===== config.mk =====
export PLATFORM = sky130hd
export DESIGN_NAME = apb_cmd_master
export DESIGN_NICKNAME = d
export VERILOG_FILES = /design/src/rtl/apb_cmd_pkg.sv /design/src/rtl/apb_poll_timer.sv /design/src/rtl/apb_cmd_master.sv
export SDC_FILE = /design/constraint.sdc
export NUM_CORES = 1
export LEC_CHECK = 0
export CAP_MARGIN = 30
export CORE_MARGIN = 5
export CORE_UTILIZATION = 40
export DETAILED_ROUTE_END_ITERATION = 10
export PLACE_DENSITY = 0.69
export SLEW_MARGIN = 25
export SYNTH_ARGS = -nofsm -noshare
export SYNTH_HDL_FRONTEND = slang
export SYNTH_HIERARCHICAL = 1
export SYNTH_SLANG_ARGS = --single-unit

===== constraint.sdc =====
create_clock -name CLK -period 4.3 [get_ports CLK]
set_input_delay 0.645 -clock CLK [delete_from_list [all_inputs] [get_ports CLK]]
set_output_delay 0.645 -clock CLK [all_outputs]
set_load 0.005 [all_outputs]

===== src/rtl/apb_cmd_pkg.sv =====
// apb_cmd_pkg: command opcodes and FSM states shared by the APB command master
package apb_cmd_pkg;
  typedef enum logic [1:0] {
    OP_WR   = 2'b00,
    OP_RD   = 2'b01,
    OP_POLL = 2'b10,
    OP_RSV  = 2'b11
  } op_e;
  typedef enum logic [2:0] {
    S_IDLE,
    S_SETUP,
    S_ACCESS,
    S_GAP,
    S_RESP
  } state_e;
endpackage


===== src/rtl/apb_poll_timer.sv =====
// apb_poll_timer: inter-poll gap down-counter and saturating attempt counter
module apb_poll_timer #(
  parameter int CNT_W    = 16,
  parameter int POLL_GAP = 4
) (
  input  logic             CLK,
  input  logic             RESETN,
  input  logic             clr,
  input  logic             inc,
  input  logic             gap_load,
  input  logic [CNT_W-1:0] limit,
  output logic             limit_hit,
  output logic             gap_done
);
  localparam int GW = POLL_GAP > 1 ? $clog2(POLL_GAP) : 1;
  logic [CNT_W-1:0] attempts, nxt;
  logic [GW-1:0]    gap;
  // limit_hit looks at the count including the read completing this cycle
  assign nxt       = &attempts ? attempts : attempts + 1'b1;
  assign limit_hit = limit != '0 && nxt == limit;
  assign gap_done  = gap == '0;
  always_ff @(posedge CLK or negedge RESETN)
    if (!RESETN) begin
      attempts <= '0;
      gap      <= '0;
    end else begin
      attempts <= clr ? '0 : inc ? nxt : attempts;
      gap      <= gap_load ? GW'(POLL_GAP - 1) : gap_done ? gap : gap - 1'b1;
    end
endmodule


===== src/rtl/apb_cmd_master.sv =====
// apb_cmd_master: APB initiator executing write, read and masked-poll commands
module apb_cmd_master
  import apb_cmd_pkg::*;
#(
  parameter int ADDR_W   = 32,
  parameter int DATA_W   = 32,
  parameter int POLL_GAP = 4,
  parameter int CNT_W    = 16
) (
  input  logic              CLK,
  input  logic              RESETN,
  input  logic              cmd_valid,
  output logic              cmd_ready,
  input  logic [1:0]        cmd_op,
  input  logic [ADDR_W-1:0] cmd_addr,
  input  logic [DATA_W-1:0] cmd_wdata,
  input  logic [CNT_W-1:0]  cmd_limit,
  output logic              rsp_valid,
  input  logic              rsp_ready,
  output logic [DATA_W-1:0] rsp_rdata,
  output logic              rsp_err,
  output logic              rsp_timeout,
  output logic [ADDR_W-1:0] PADDR,
  output logic              PSEL,
  output logic              PENABLE,
  output logic              PWRITE,
  output logic [DATA_W-1:0] PWDATA,
  input  logic [DATA_W-1:0] PRDATA,
  input  logic              PREADY,
  input  logic              PSLVERR
);
  state_e           state;
  op_e              op_q;
  logic [DATA_W-1:0] mask_q;
  logic [CNT_W-1:0] limit_q;
  logic             xfer_done, poll_more, limit_hit, gap_done;
  op_e              op_in;
  assign op_in     = op_e'(cmd_op);
  assign xfer_done = state == S_ACCESS && PREADY;
  // a poll keeps going only on a clean read with no masked bit set
  assign poll_more = op_q == OP_POLL && !PSLVERR && (PRDATA & mask_q) == '0;
  apb_poll_timer #(.CNT_W(CNT_W), .POLL_GAP(POLL_GAP)) u_timer (
    .CLK      (CLK),
    .RESETN   (RESETN),
    .clr      (cmd_valid && cmd_ready),
    .inc      (xfer_done && op_q == OP_POLL),
    .gap_load (xfer_done),
    .limit    (limit_q),
    .limit_hit(limit_hit),
    .gap_done (gap_done)
  );
  always_ff @(posedge CLK or negedge RESETN)
    if (!RESETN) begin
      state       <= S_IDLE;
      op_q        <= OP_WR;
      mask_q      <= '0;
      limit_q     <= '0;
      cmd_ready   <= 1'b1;
      rsp_valid   <= 1'b0;
      rsp_rdata   <= '0;
      rsp_err     <= 1'b0;
      rsp_timeout <= 1'b0;
      PADDR       <= '0;
      PSEL        <= 1'b0;
      PENABLE     <= 1'b0;
      PWRITE      <= 1'b0;
      PWDATA      <= '0;
    end else
      case (state)
        S_IDLE:
          if (cmd_valid) begin
            op_q        <= op_in;
            mask_q      <= cmd_wdata;
            limit_q     <= cmd_limit;
            cmd_ready   <= 1'b0;
            rsp_rdata   <= '0;
            rsp_timeout <= 1'b0;
            rsp_err     <= op_in == OP_RSV;
            if (op_in == OP_RSV) begin
              state     <= S_RESP;
              rsp_valid <= 1'b1;
            end else begin
              state  <= S_SETUP;
              PSEL   <= 1'b1;
              PADDR  <= cmd_addr;
              PWRITE <= op_in == OP_WR;
              PWDATA <= op_in == OP_WR ? cmd_wdata : '0;
            end
          end
        S_SETUP: begin
          state   <= S_ACCESS;
          PENABLE <= 1'b1;
        end
        S_ACCESS:
          if (PREADY) begin
            PSEL      <= 1'b0;
            PENABLE   <= 1'b0;
            rsp_rdata <= op_q == OP_WR ? '0 : PRDATA;
            rsp_err   <= PSLVERR;
            if (!poll_more || limit_hit) begin
              state       <= S_RESP;
              rsp_valid   <= 1'b1;
              rsp_timeout <= poll_more;
            end else
              state <= S_GAP;
          end
        S_GAP:
          if (gap_done) begin
            state <= S_SETUP;
            PSEL  <= 1'b1;
          end
        S_RESP:
          if (rsp_ready) begin
            state     <= S_IDLE;
            rsp_valid <= 1'b0;
            cmd_ready <= 1'b1;
          end
        default: state <= S_IDLE;
      endcase
endmodule


==> flow_summary.json, run 1 <==
{
  "synth-edff-count": 0,
  "htreeDepth": 4,
  "synthArstFlopShare_pct": 100.0,
  "dieArea_sq_um": 22210,
  "wire_per_inst_um": 18.36,
  "firstDrtPassIters": 5,
  "grt_pass1_vias": 6396,
  "power.share.switching_pct": 34.17,
  "cts_hold_buffers": 0,
  "io_buffers": 222,
  "routed_wl_um": 22970,
  "gp_congestion": 0.9064,
  "cap_violations": 0,
  "power_density_nw_per_um2": 654.4,
  "power_mw": 7.024,
  "critPathKind": "register to register",
  "die_h_um": 149.0,
  "final_nets": 1097,
  "n_fill_cell": 1704,
  "synth.area.top_cells": "dfrtp_1, nand2_1, mux2_2",
  "switching_power_mw": 2.400,
  "drive_above_1_share_pct": 8.502,
  "grtUsageTotal_pct": 20.67,
  "ant_nets": 0,
  "drt-vias-per-instance": 5.093,
  "syn_avg_cell_area_sq_um": 9.987,
  "die_x_um": 149.0,
  "reg2reg_to": "state[1]$_DFFE_PN0P_",
  "synth_commonest_cells": "nand2_1, dfrtp_1, o21ai_0",
  "setup_viol_count_final": 0,
  "cts_buffers": 17,
  "post_cts_buffers": 0,
  "grt_max_degree": 94,
  "endpoint_kind": "register",
  "seqPwrFrac_pct": 39.8,
  "layout.cells.non_filler": 1251,
  "min_period_ns": 3.253,
  "synth_seq_cells": 174,
  "synth_ff_type": "dfrtp_1",
  "vias": 6371,
  "clock_sinks": 174,
  "yosysUniqueCellTypes": 55,
  "yosysTopAreaCellShare_pct": 56.01,
  "max_slew_margin_pct": 41.31,
  "dpl.hpwl_um": 16670,
  "ff2ff_path_depth": 10,
  "remaining_drc_errors": 0,
  "rows": 50,
  "cts_buffer_depth": 2,
  "synth_cells": 774,
  "start_util_pct": 40.91,
  "antenna_found_initial": 3,
  "synth.most_common_cell": "nand2_1",
  "reg2reg_from": "u_timer/attempts[0]$_DFFE_PN0P_",
  "ctsResizeCount": 0,
  "worstPathRequired_ns": 4.59,
  "synth_largest_area_cell": "dfrtp_1",
  "multi_input_area_sq_um": 3138,
  "regArea_sq_um": 4355,
  "final-max-slew-violation-count": 0,
  "cts_tree": "yes",
  "cp.arrival_ns": 3.54,
  "period_share_pct": 75.65,
  "clk_pin_slew_ns": 0.07,
  "gr-total-overflow": 0,
  "dp_cells": 1216,
  "ys_warn_count": 6,
  "synth_nets": 896,
  "outcome": "completed",
  "max_freq_mhz": 307.4,
  "path_max_fanout": 8,
  "hold_viol_final": 0,
  "root_buffer": "clkbuf_16",
  "rsz0062_at_grt": "false",
  "insertion_delay_ns": 0.42,
  "fin_skew_ns": 0.009917,
  "critPathLaunchType": "register",
  "core_sq_um": 18890,
  "fin_tns_setup_ns": 0,
  "drtIter0Drc": 511,
  "boundaryPins": 223,
  "grt_first_pass_wirelength_um": 36060,
  "clock_power_share_pct": 22.5,
  "whs_ns": 0.2774,
  "area_delta_synth_final_pct": 38.86,
  "syn_area_sq_um": 7730,
  "leakage_nw": 4.705,
  "ys_seq_area_share_pct": 56.35,
  "p_int_mw": 4.624,
  "ir_drop_mv": 0.3004,
  "hold_path_class": "input pin to asynchronous set/reset pin",
  "power_frac_comb_pct": 37.7,
  "reg2reg_slack_ns": 1.05,
  "worst_pin_slew_ns": 0.8803
}
[worst max-delay path by stage]
stage | to | slack [ns] | depth (start not counted) | start
after CTS | state[1]$_DFFE_PN0P_ | 1.02 | 10 | u_timer/attempts[0]$_DFFE_PN0P_
after floorplan | state[1]$_DFFE_PN0P_ | 1.40 | 11 | u_timer/attempts[0]$_DFFE_PN0P_
after detailed placement | state[1]$_DFFE_PN0P_ | 1.07 | 10 | u_timer/attempts[0]$_DFFE_PN0P_
final | state[1]$_DFFE_PN0P_ | 1.05 | 10 | u_timer/attempts[0]$_DFFE_PN0P_
after global routing | state[1]$_DFFE_PN0P_ | 0.84 | 10 | u_timer/attempts[0]$_DFFE_PN0P_
after global placement | state[1]$_DFFE_PN0P_ | 1.14 | 10 | u_timer/attempts[0]$_DFFE_PN0P_
[routing by layer]
layer / up-vias / share of wire, % / track usage, %
met2: 210 / 45 / 30.80
met5: - / 0 / 0
met1: 3079 / 47 / 30.07
met3: 18 / 5.8 / 5.014
met4: 0 / 1.7 / 5.995
li1: 3064 / - / -
[through the flow]
step                      setup slack, ns  cell area (sq um)  utilization (%)
after floorplan                     1.404               7730                -
after global placement              1.136              10120            53.59
after detailed placement            1.073              10130            53.60
after CTS                           1.023              10730            56.77
after global routing               0.8436              10730            56.81
final                               1.047              10730            56.81
[placed cells by master, fill, tap and decap left out, types with 3 or more instances in the layout]
master / netlist / routed
nand3b_1: 3 / 3
and2_1: 4 / 4
nor2_1: 31 / 30
or3_1: 5 / 5
or2_2: 2 / 3
xor2_1: 14 / 14
inv_6: 0 / 5
buf_4: 1 / 6
nand4_1: 13 / 13
clkdlybuf4s50_1: 0 / 221
mux2i_1: 7 / 7
inv_1: 5 / 5
a21oi_1: 9 / 9
nand3_1: 12 / 12
and3_1: 3 / 3
diode_2: 0 / 3
clkbuf_16: 0 / 17
mux2_2: 32 / 32
dfrtp_1: 173 / 173
xnor2_1: 13 / 13
a21o_1: 5 / 5
a22o_1: 36 / 36
nand2_1: 247 / 246
or4_1: 3 / 3
a22oi_1: 13 / 13
o21ai_0: 40 / 40
nor3_1: 7 / 7
nor4_1: 13 / 13
inv_8: 0 / 3
[cells by family (layout without fill, tap and decap cells)]
kind of cell	Yosys count	after routing	share of synthesized area [%]
simple gates	363	363	20.93
flops	174	174	56.35
compound gates	117	117	10.51
buf+inv	52	266	3.270
mux	39	39	5.568
xor+xnor	27	27	3.059
fa+ha+maj	2	2	0.3237
other cells	0	3	0
[worst max-delay path, cell delays in order, from the launching register on]
cell and delay [ns]:
dfrtp_1 0.42, ha_1 0.32, nand3_1 0.20, or2_1 0.31, or4_1 0.52, a221o_1 0.33
a22o_1 0.21, nor4_2 0.32, nor2_1 0.09, a311oi_1 0.31, nor4_1 0.09
[power by group through the flow]
| stage | sequential, mW | combinational, mW | clock [mW] |
|---|---|---|---|
| after floorplan | 2.71 | 1.35 | 0 |
| after global placement | 2.80 | 2.63 | 0 |
| after detailed placement | 2.81 | 2.66 | 0 |
| after CTS | 2.79 | 2.68 | 1.61 |
| after global routing | 2.88 | 2.92 | 1.68 |
| final | 2.79 | 2.65 | 1.58 |
[area by class of cell]
| cell class | instances | area share [%] |
|---|---|---|
| flip-flops and latches | 174 | 40.58 |
| multi-input cells | 548 | 29.23 |
| repair buffers | 229 | 21.32 |
| clock buffers | 18 | 3.998 |
| well taps | 260 | 3.031 |
| clock inverters | 14 | 1.597 |
| inverters | 5 | 0.1748 |
| diodes | 3 | 0.06994 |
[flip-flops by register name, summed over array words and instances (netlist names), 2 cells and up]
name	cells
PADDR	32
PWDATA	32
limit_q	16
mask_q	32
op_q	2
rsp_rdata	32
state	3
u_timer/attempts	16
u_timer/gap	2
(Power assumes the default switching activity.)
==> run 2, diff against run 1 <==
Clock period 4.3 ns to 3 ns, I/O delays scaled along.
==> run 2 against run 1 <==
Net effect:
- first-iteration DRC count is 8.0% higher
- final cell count increased by 1.8%
- die area did not move
- highest routed layer unchanged
==> flow_summary.json, run 2 (same netlist as run 1, synthesis figures left out) <==
{
  "n_fill_cell": 1649,
  "clock_sinks": 174,
  "fin_ws_ns": 0.1705,
  "fin_tns_setup_ns": 0,
  "setup_viol_count_final": 0,
  "htreeDepth": 4,
  "gp_congestion": 0.9067,
  "final_util_pct": 58.28,
  "worstPathCellList": "ha_4, nand4_1, or4_4, o2111ai_1, a21oi_1, or4_4, nor4_4, nor2_1, a311oi_1, nor4_1",
  "dpl.hpwl_um": 17310,
  "layout.cells.non_filler": 1274,
  "antenna_found_initial": 1,
  "start_util_pct": 40.91,
  "ant_nets": 0,
  "cts_buffers": 17,
  "gr-total-overflow": 0,
  "leakage_nw": 4.844,
  "grt_first_pass_wirelength_um": 37310,
  "cp.arrival_ns": 3.13,
  "path_max_fanout": 6,
  "firstDrtPassIters": 5,
  "final-max-slew-violation-count": 0,
  "boundaryPins": 223,
  "wire_per_inst_um": 18.50,
  "worstPathRequired_ns": 3.30,
  "hold_path_class": "input pin to asynchronous set/reset pin",
  "cap_violations": 0,
  "root_buffer": "clkbuf_16",
  "crit_top_cell": "or4_4",
  "worst_pin_slew_ns": 0.6919,
  "drtIter0Drc": 552,
  "period_share_pct": 94.32,
  "slowest_delay_ns": 0.60,
  "routed_wl_um": 23570,
  "hold_viol_final": 0,
  "final_common_cell": "nand2_1",
  "die_h_um": 149.0,
  "fin_skew_ns": 0.01414,
  "power_mw": 10.21,
  "cts_buffer_depth": 2,
  "drt-vias-per-instance": 5.064,
  "power_density_nw_per_um2": 927.1,
  "rsz0062_at_grt": "false",
  "area_delta_synth_final_pct": 42.44,
  "clk_pin_slew_ns": 0.07,
  "dp_slack_ns": 0.009712,
  "outcome": "completed",
  "grtUsageTotal_pct": 21.58,
  "final_nets": 1122,
  "grt_max_degree": 71,
  "core_sq_um": 18890,
  "max_freq_mhz": 353.4,
  "ir_drop_mv": 0.4650,
  "critPathKind": "register to register",
  "slowest_stage": "or4_4",
  "crit_buf_inv": 0,
  "min_period_ns": 2.829,
  "dp_cells": 1238,
  "cp_top_family": "simple AND/OR/NAND/NOR gates",
  "endpoint_kind": "register",
  "io_buffers": 222,
  "cts_tree": "yes",
  "remaining_drc_errors": 0,
  "drive_above_1_share_pct": 11.75,
  "final_cell_mix": "nand2_1, clkdlybuf4s50_1, dfrtp_1",
  "vias": 6452,
  "max_slew_margin_pct": 53.88,
  "grt_pass1_vias": 6547,
  "insertion_delay_ns": 0.43,
  "rows": 50,
  "die_x_um": 149.0,
  "dieArea_sq_um": 22210,
  "critPathLaunchType": "register"
}
run 2: final timing paths:
path / cells after the start / end / slack, ns / start
min in group CLK: 2 / rsp_rdata[0]$_DFFE_PN0P_ / 0.48 / rsp_rdata[0]$_DFFE_PN0P_
max in group asynchronous: 2 / u_timer/attempts[10]$_DFFE_PN0P_ / 2.19 / RESETN
worst max register to register: 10 / state[1]$_DFFE_PN0P_ / 0.17 / u_timer/attempts[1]$_DFFE_PN0P_
worst min register to register: 2 / rsp_rdata[0]$_DFFE_PN0P_ / 0.48 / rsp_rdata[0]$_DFFE_PN0P_
worst max-delay path: 10 / state[1]$_DFFE_PN0P_ / 0.17 / u_timer/attempts[1]$_DFFE_PN0P_
worst min-delay path: 1 / PWDATA[5]$_DFFE_PN0P_ / 0.02 / RESETN
run 2: layout make-up:
cell class	count	area [sq um]	area share, %
Multi-Input combinational cell	548	3186	28.93
Clock buffer	17	425.4	3.864
Timing Repair Buffer	254	2501	22.72
Sequential cell	174	4360	39.60
Clock inverter	15	191.4	1.739
Antenna cell	1	2.502	0.02273
Tap cell	260	325.3	2.955
Inverter	5	18.77	0.1705
run 2: layer usage:
metal	vias to the layer above	part of all wire [%]	GRT usage, %
met5	-	0	0
met3	28	7.3	6.351
met1	3080	47	30.86
met4	0	2.3	6.636
li1	3118	-	-
met2	226	44	31.79
run 2: stage by stage:
stage | hold WS (ns) | area, sq um
4_1_cts | 0.03726 | 10930
6_report | 0.01719 | 11010
2_1_floorplan | 0.1544 | 7730
3_3_place_gp | 0.4605 | 10310
3_5_place_dp | 0.4687 | 10310
5_1_grt | 0.05027 | 11010
run 2: timing repair:
item / CTS / global route
setup endpoints to repair: 0 / 5
gates resized for setup: 0 / 12
setup buffers: 0 / 3
hold buffers: 0 / 0
endpoints found under the hold margin: 0 / 0
run 2: report_power, final:
| part | switching (mW) | total, mW | internal, mW | leakage [nW] |
|---|---|---|---|---|
| Combinational | 1.78 | 3.91 | 2.13 | 2.32 |
| Sequential | 0.711 | 4.01 | 3.30 | 2.22 |
| Clock | 1.08 | 2.29 | 1.21 | 0.298 |
| Total | 3.57 | 10.2 | 6.63 | 4.84 |
==> run 3, diff against run 2 <==
Settings changed: CORE_UTILIZATION 40 to 35, GPL_TIMING_DRIVEN set to 0, PLACE_DENSITY 0.69 to unset.
==> run 3 against run 2 <==
Net effect:
- critical path depth grew 2
- non-clock buffer count grew 35
- largest power group is now combinational logic
- register-to-register slack lost 0.15 ns
- design area grew 2.1%
- flip-flop and latch count is the same
- largest cell class unchanged
- the flow now finishes with violations (hold timing)
- highest routed layer unchanged
- count of clock-buffer cells in the layout grew 3
- combinational power grew 2%
- power shrank 0.79%
==> flow_summary.json, run 3 (same netlist as run 1, synthesis figures left out) <==
{
  "endpoint_kind": "register",
  "gr-total-overflow": 0,
  "hold_path_class": "input pin to asynchronous set/reset pin",
  "vias": 6684,
  "hold_viol_final": 2,
  "grt_pass1_vias": 6596,
  "antenna_found_initial": 0,
  "violations": "hold timing",
  "cts_tree": "yes",
  "routed_wl_um": 24940,
  "final_cell_mix": "nand2_1, clkdlybuf4s50_1, dfrtp_1",
  "leakage_nw": 4.942,
  "ir_drop_mv": 0.4112,
  "whs_ns": -0.007062,
  "fin_skew_ns": 0.01229,
  "grt_max_degree": 91,
  "final_nets": 1157,
  "gp_congestion": 0.8819,
  "dp_slack_ns": -0.5969,
  "grtUsageTotal_pct": 19.83,
  "root_buffer": "clkbuf_16",
  "fin_ws_ns": 0.01786,
  "clk_pin_slew_ns": 0.07,
  "worstPathRequired_ns": 3.29,
  "final_cell_area_sq_um": 11240,
  "die_x_um": 158.6,
  "drive_above_1_share_pct": 13.55,
  "max_slew_margin_pct": 54.73,
  "cap_violations": 0,
  "period_share_pct": 99.40,
  "core_sq_um": 21760,
  "path_max_fanout": 5,
  "dpl_cell_area_sq_um": 10330,
  "max_freq_mhz": 335.3,
  "remaining_drc_errors": 0,
  "critPathKind": "register to register",
  "worst_pin_slew_ns": 0.6790,
  "area_delta_synth_final_pct": 45.40,
  "setup_viol_count_final": 0,
  "cts_buffers": 17,
  "dpl.hpwl_um": 18340,
  "n_antenna_cell": 0,
  "boundaryPins": 223,
  "rsz0062_at_grt": "true",
  "ant_nets": 0,
  "cp.arrival_ns": 3.27,
  "drtIter0Drc": 393,
  "critPathLaunchType": "register",
  "dieArea_sq_um": 25160,
  "cts_buffer_depth": 2,
  "drt-vias-per-instance": 5.033,
  "final-max-slew-violation-count": 0,
  "insertion_delay_ns": 0.43,
  "io_buffers": 222,
  "outcome": "finished with violations",
  "start_util_pct": 35.53,
  "final_common_cell": "nand2_1",
  "grt_first_pass_wirelength_um": 38400,
  "min_period_ns": 2.982,
  "wire_per_inst_um": 18.78,
  "die_h_um": 158.6,
  "htreeDepth": 4,
  "rows": 54,
  "firstDrtPassIters": 5,
  "clock_sinks": 174,
  "power_density_nw_per_um2": 901.0
}
==> run 3: cell count changes in the layout (fill, tap and decap cells not counted), sizes merged <==
cell | before | now
clkbuf | 17 | 40
buf | 33 | 48
inv | 13 | 10
bufinv | 1 | 0
clkinvlp | 1 | 2
diode | 1 | 0
==> run 3: routing by layer <==
layer | vias up | track usage, % | part of all wire, %
met1 | 3276 | 28.48 | 46
li1 | 3177 | - | -
met2 | 212 | 30.47 | 47
met3 | 19 | 5.083 | 6.5
met4 | 0 | 4.224 | 0.99
met5 | - | 0 | 0
==> run 3: final timing paths <==
kind	startpoint	endpoint	slack (ns)	depth (start not counted)
setup / recovery	u_timer/attempts[1]$_DFFE_PN0P_	state[0]$_DFFE_PN0P_	0.02	12
hold / removal	RESETN	rsp_rdata[5]$_DFFE_PN0P_	-0.007	1
setup reg to reg	u_timer/attempts[1]$_DFFE_PN0P_	state[0]$_DFFE_PN0P_	0.02	12
hold reg to reg	mask_q[14]$_DFFE_PN0P_	mask_q[14]$_DFFE_PN0P_	0.48	2
max in group asynchronous	RESETN	mask_q[19]$_DFFE_PN0P_	2.07	2
min in group CLK	mask_q[14]$_DFFE_PN0P_	mask_q[14]$_DFFE_PN0P_	0.48	2
==> run 3: power breakdown <==
| part | leakage, nW | internal, mW | switching, mW |
|---|---|---|---|
| sequential | 2.23 | 3.30 | 0.676 |
| clock | 0.274 | 1.14 | 1.00 |
| combinational | 2.44 | 2.15 | 1.85 |
| total | 4.94 | 6.60 | 3.53 |
==> run 3: what timing repair did <==
item | CTS | global route
buffers inserted | 10 | 11
hold buffers | 0 | 0
endpoints found under the setup margin | 5 | 5
gates resized for setup | 19 | 19
gates cloned | 0 | 0
pin swaps | 6 | 13
==> run 3: per-stage QoR <==
step                      setup TNS [ns]  instances  utilization (%)  power (mW)  hold slack, ns
after CTS                       -0.01803       1317            50.87       10.23         0.04137
after detailed placement          -2.001       1277            47.50       7.989          0.4666
after floorplan                        0        774                -       5.807          0.1544
final                                  0       1328            51.66       10.13       -0.007062
after global placement          -1052.63       1276            47.35       7.951          0.4633
after global routing             -0.1385       1328            51.66       10.84         0.05617
==> run 3: final cells by class <==
| type | count | area, sq um |
|---|---|---|
| fill | 2014 | 10520 |
| sequential | 174 | 4359 |
| multi-input combinational | 548 | 3286 |
| timing repair buffer | 244 | 2416 |
| clock buffer | 20 | 466.7 |
| tap | 280 | 350.3 |
| buffer | 45 | 244.0 |
| clock inverter | 12 | 98.84 |
| inverter | 5 | 18.77 |
==> run 3: worst max-delay path, cell delays in order, from the launching register on <==
cell	delay, ns
dfrtp_1	0.36
ha_2	0.18
buf_6	0.12
nand4_1	0.12
or4_4	0.61
o2111ai_2	0.10
a21oi_2	0.08
or4_4	0.56
nor4_4	0.13
buf_4	0.17
buf_6	0.09
nand3b_1	0.19
o211ai_1	0.12
